**config.mk**
```make
export PLATFORM = sky130hd
export DESIGN_NAME = mmu_request_arbiter
export DESIGN_NICKNAME = d
export VERILOG_FILES = /design/src/rtl/mmu_request_arbiter.sv
export SDC_FILE = /design/constraint.sdc
export NUM_CORES = 1
export LEC_CHECK = 0
export ABC_CLOCK_PERIOD_IN_PS = 5050
export CORE_MARGIN = 2
export CORE_UTILIZATION = 46
export DETAILED_ROUTE_END_ITERATION = 16
export HOLD_SLACK_MARGIN = 0.05
export PLACE_DENSITY = 0.95
export RECOVER_POWER = 50
export SETUP_SLACK_MARGIN = 0.4
export SLEW_MARGIN = 10
export SYNTH_ARGS = -nofsm -noshare
export SYNTH_HDL_FRONTEND = slang
export SYNTH_SLANG_ARGS = --single-unit
```
**constraint.sdc**
```tcl
create_clock -name clock -period 5.05 [get_ports clock]
set_input_delay 0.7575 -clock clock [delete_from_list [all_inputs] [get_ports clock]]
set_output_delay 0.7575 -clock clock [all_outputs]
set_load 0.05 [all_outputs]
```
**src/rtl/mmu_request_arbiter.sv**
```systemverilog
// Arbitrates the shared MMU between the code-fetch and data requesters, sequences
// the start/ready handshake and returns the physical address with a one-cycle done.
module mmu_request_arbiter #(
   parameter int CS_INDEX       = 1,
   parameter int STARVE_LIMIT   = 3,
   parameter int TIMEOUT_CYCLES = 64
) (
   input  logic        clock,
   input  logic        reset_n,
   input  logic        i_fetch_request,
   input  logic [31:0] i_fetch_effective_address,
   output logic        o_fetch_done,
   input  logic        i_data_request,
   input  logic [2:0]  i_data_segment_index,
   input  logic [31:0] i_data_effective_address,
   input  logic        i_data_write_enable,
   output logic        o_data_done,
   output logic [31:0] o_physical_address,
   output logic        o_fault,
   output logic        o_busy,
   output logic        o_mmu_vaild,
   input  logic        i_mmu_ready,
   output logic [2:0]  o_mmu_segment_index,
   output logic [31:0] o_mmu_effective_address,
   output logic        o_mmu_write_enable,
   input  logic [31:0] i_mmu_physical_address
);

   localparam logic [2:0] CS_SEGMENT = 3'(CS_INDEX);
   localparam logic [3:0] STARVE_MAX = 4'(STARVE_LIMIT);
   localparam logic [7:0] TIMER_LAST = 8'(TIMEOUT_CYCLES - 1);

   typedef enum logic [1:0] {IDLE, ISSUE, DRAIN, WAIT} state_t;

   state_t      state;
   logic        owner;
   logic [3:0]  starve_count;
   logic [7:0]  timer;
   logic        fetch_eligible;
   logic        data_eligible;
   logic        grant_fetch;
   logic        grant_data;

   // A requester whose done is still high is holding a request that was just served.
   assign fetch_eligible = i_fetch_request & ~o_fetch_done;
   assign data_eligible  = i_data_request & ~o_data_done;
   assign grant_fetch    = fetch_eligible & (~data_eligible | (starve_count == STARVE_MAX));
   assign grant_data     = data_eligible & ~grant_fetch;

   always_ff @(posedge clock or negedge reset_n) begin
      if (!reset_n) begin
         state                   <= IDLE;
         owner                   <= 1'b0;
         starve_count            <= '0;
         timer                   <= '0;
         o_fetch_done            <= 1'b0;
         o_data_done             <= 1'b0;
         o_physical_address      <= '0;
         o_fault                 <= 1'b0;
         o_busy                  <= 1'b0;
         o_mmu_vaild             <= 1'b0;
         o_mmu_segment_index     <= '0;
         o_mmu_effective_address <= '0;
         o_mmu_write_enable      <= 1'b0;
      end else begin
         o_fetch_done <= 1'b0;
         o_data_done  <= 1'b0;
         o_fault      <= 1'b0;
         o_mmu_vaild  <= 1'b0;
         case (state)
            IDLE: begin
               if (!i_fetch_request) begin
                  starve_count <= '0;
               end
               if (grant_fetch) begin
                  owner                   <= 1'b0;
                  starve_count            <= '0;
                  o_mmu_segment_index     <= CS_SEGMENT;
                  o_mmu_effective_address <= i_fetch_effective_address;
                  o_mmu_write_enable      <= 1'b0;
                  o_mmu_vaild             <= 1'b1;
                  o_busy                  <= 1'b1;
                  state                   <= ISSUE;
               end else if (grant_data) begin
                  owner                   <= 1'b1;
                  if (fetch_eligible && (starve_count != STARVE_MAX)) begin
                     starve_count <= starve_count + 4'd1;
                  end
                  o_mmu_segment_index     <= i_data_segment_index;
                  o_mmu_effective_address <= i_data_effective_address;
                  o_mmu_write_enable      <= i_data_write_enable;
                  o_mmu_vaild             <= 1'b1;
                  o_busy                  <= 1'b1;
                  state                   <= ISSUE;
               end
            end
            ISSUE: begin
               state <= DRAIN;
            end
            // The MMU still presents the ready from its previous access here.
            DRAIN: begin
               timer <= '0;
               state <= WAIT;
            end
            WAIT: begin
               if (i_mmu_ready) begin
                  o_physical_address <= i_mmu_physical_address;
                  o_fetch_done       <= ~owner;
                  o_data_done        <= owner;
                  o_busy             <= 1'b0;
                  state              <= IDLE;
               end else if (timer == TIMER_LAST) begin
                  o_fault      <= 1'b1;
                  o_fetch_done <= ~owner;
                  o_data_done  <= owner;
                  o_busy       <= 1'b0;
                  state        <= IDLE;
               end else begin
                  timer <= timer + 8'd1;
               end
            end
            default: begin
               state <= IDLE;
            end
         endcase
      end
   end

endmodule

```
==> metrics.md <==
| Metric | Value |
|---|---|
| Worst-Skew Late Latency | `0.36 ns` |
| Seq/Total Area, Yosys | `53.8%` |
| Count leader, synth | `dfrtp_1` |
| Total GRT Usage | `26.6%` |
| Chip width | `98.4 microns` |
| Worst setup path startpoint | `i_mmu_ready` |
| Sequential Power Share | `27.9%` |
| Post-synthesis cell type count | `44` |
| Async set-or-reset flop fraction in the synthesized netlist | `100%` |
| Ant. Diodes | `0` |
| Tmin final | `2.97 ns` |
| Slowest-stage cell, CP | `clkbuf_1` |
| Hpwl dp | `9150 microns` |
| Switching share of power | `48.2%` |
| Remaining Overflow, GRT | `0` |
| Cells after synthesis | `368` |
| Peak VDD IR | `0.275 mV` |
| Worst hold slack | `0.442 ns` |
| Crit path launch type | `primary input` |
| TritonCTS Buffers | `9` |
| Die H | `98.4 microns` |
| Worst Path Arrival | `3.22 ns` |
| Wire per inst | `19.9 microns` |
| Fin Setup TNS | `0 ns` |
| Worst path cell trace | `dlygate4sd3_1, nand2_1, clkbuf_1, mux2_2` |
| H-tree depth | `3` |
| Total die area | `9680 sq um` |
| Total power divided by cell area | `710 nW/um^2` |
| Final Hold Fails | `0` |
| Worst R2R End | `o_physical_address[14]$_DFFE_PN0N_` |
| WS Path Type | `primary input to flip-flop` |
| First-pass GRT wire length | `20400 microns` |
| Internal reg-to-reg setup slack | `2.39 ns` |
| Status | `finished, violations left` |
| Critical Path RT | `5.30 ns` |
| Pin count of the biggest net entering global routing | `89` |
| Clk_skew | `0.0138 ns` |
| Mapped Area | `4100 sq um` |
| RSZ-0062 raised after global routing | `no` |
| Root Driver | `clkbuf_8` |
| Synthesis-stage register bit count | `88` |
| CORE AREA | `8680 sq um` |
| Cell taking the most area after synthesis | `dfrtp_1` |
| Postcts setup bufs | `0` |
| Worst-Margin Slew | `2.15 ns` |
| Post-CTS Hold Fix Bufs | `0` |
| Crit-path max FO | `32` |
| EDFF count, synth | `0` |
| Clk pwr share | `14.0%` |
| Final ANT Viol Nets | `0` |
| Initial antenna violation count | `0` |
| Port bufs | `177` |
| Ys flop type | `dfrtp_1` |
| Nets | `647` |
| Residual DRC | `0` |
| CP peak stage delay | `1.27 ns` |
| Top-area cell type share of the netlist area | `53.8%` |
| Max Buffers Root-to-Sink | `2` |
| Starting density of the core | `47.2%` |
| Initial DRC count | `161` |
| Vias per inst | `5.92` |
| Setup violators final | `0` |
| Critical path endpoint | `o_physical_address[14]$_DFFE_PN0N_` |
| Fmax | `0.337 GHz` |
| RePlAce Congestion | `0.865` |
| TritonRoute pass-1 iters | `5` |
| Synth Area per Inst | `11.1 sq um` |
| Failing checks | `max-capacitance violations, max-slew violations` |
| Row cnt | `34` |
| Yosys warns | `0` |
| Comb pwr share | `58.1%` |
| Internal power | `2.26 mW` |
| Post-synth net total | `478` |
| CTS tree | `done` |
| Max_cap viols | `2` |
| Ports | `178` |
| Hold Path Class | `flip-flop to flip-flop` |
| Via Count | `3845` |
| Vias in the first global route | `3872` |
| Share of cells above drive strength 1 | `11.6%` |
| Clock-pin slew on the worst setup and hold paths | `0.10 ns` |
| WL final | `12900 microns` |
| CTS-repair resized insts | `0` |
| R2R depth | `4` |
| P_leak | `2.48 nW` |
| Max-slew headroom | `-43.6%` |
| Tcrit/Tclk final | `58.7%` |
| Area Overhead vs Synth | `49.8%` |
| Sink Count | `88` |
| P_sw | `2.10 mW` |
| Slew Viols, Final | `122` |
| Commonest cells in the netlist | `88 x dfrtp_1, 63 x o22ai_1, 43 x nor2_1` |
| Synth area leaders | `dfrtp_1 54%, o22ai_1 9.6%, mux2_2 9.1%` |
| Reg2reg start | `state[1]$_DFFE_PN0P_` |
| CP endpoint kind | `flip-flop` |
[sequential cells by signal (all words and copies together), names as in the netlist, 2 cells and up]
register / cells
starve_count: 4
timer: 8
state: 2
o_mmu_effective_address: 32
o_mmu_segment_index: 3
o_physical_address: 32
[critical path, delay by kind of cell]
kind / cells / cell delay, ns
muxes: 1 / 0.47
and+or+nand+nor: 1 / 0.09
buffers and inverters: 2 / 1.88
[placed cells by master, fill, tap and decap left out, types with 2 or more instances in the layout]
cell type        Yosys  routed
bufinv_16            0       3
o22ai_1             63      63
ha_1                 5       5
o21ai_0              6       6
and2b_1              3       3
and4_1               2       2
a21oi_1              7       8
nand3_1              5       5
nand2b_1             3       3
nor2_1              43      43
a31oi_1              3       3
a211oi_1            28      28
dfrtp_1             88      88
inv_1                6       6
clkbuf_8             0       9
nor3b_1              2       2
mux2_2              33      33
buf_4                1       2
nor2b_1              4       4
dlygate4sd3_1        0       2
or3b_1               2       2
nand2_1             11      11
a22o_1               5       5
a211oi_2             4       4
nor3_1               4       4
clkdlybuf4s50_1      0     174
[kinds of logic after synthesis]
| kind of cell | count (synthesis) | share of synthesized area [%] |
|---|---|---|
| AOI/OAI and AO/OA | 122 | 20.4 |
| buffers and inverters | 29 | 3.73 |
| DFF | 88 | 53.8 |
| and+or+nand+nor | 88 | 10.8 |
| muxes | 35 | 9.59 |
| adders and majority gates | 5 | 1.53 |
| xor gates and xnor gates | 1 | 0.214 |
[metal layers]
layer | wire [microns] | track usage (%) | up-vias
met5 | 0 | 0 | -
met4 | 432 | 11.4 | 0
li1 | - | - | 1731
met3 | 806 | 5.01 | 39
met2 | 6910 | 47.7 | 210
met1 | 4770 | 31.1 | 1865
[worst min-delay path by stage]
stage	start	cells after the start	endpoint	slack [ns]
CTS	owner$_DFFE_PN0P_	1	o_fetch_done$_DFF_PN0_	0.44
detailed placement	owner$_DFFE_PN0P_	1	o_fetch_done$_DFF_PN0_	0.43
global route	owner$_DFFE_PN0P_	1	o_fetch_done$_DFF_PN0_	0.46
global placement	owner$_DFFE_PN0P_	1	o_fetch_done$_DFF_PN0_	0.42
finish	owner$_DFFE_PN0P_	1	o_fetch_done$_DFF_PN0_	0.44
floorplan	owner$_DFFE_PN0P_	1	o_fetch_done$_DFF_PN0_	0.40
[power groups by stage]
| stage | clock [mW] | combinational (mW) | sequential, mW |
|---|---|---|---|
| 3_5_place_dp | 0 | 2.52 | 1.23 |
| 6_report | 0.611 | 2.53 | 1.21 |
| 4_1_cts | 0.614 | 2.53 | 1.21 |
| 3_3_place_gp | 0 | 2.45 | 1.19 |
| 2_1_floorplan | 0 | 0.664 | 2.20 |
| 5_1_grt | 0.653 | 2.64 | 1.25 |
[stage by stage]
stage	instances	worst slack (ns)	utilization [%]	power (mW)	instance area (sq um)
after floorplan	368	3.35	-	2.86	4100
after global placement	634	2.22	67.9	3.64	5900
after detailed placement	634	2.07	67.9	3.75	5900
after CTS	650	2.43	70.8	4.36	6150
after global routing	650	1.93	70.7	4.54	6140
final	650	2.08	70.7	4.36	6140
[layout make-up]
| type | count | area (sq um) |
|---|---|---|
| clock buffers | 9 | 124 |
| clock inverters | 7 | 126 |
| fillers | 623 | 2540 |
| inverters | 7 | 26.3 |
| multi-input cells | 251 | 1740 |
| flip-flops and latches | 88 | 2200 |
| well taps | 108 | 135 |
| repair buffers | 180 | 1790 |
Power figures use the tool's default switching activity.
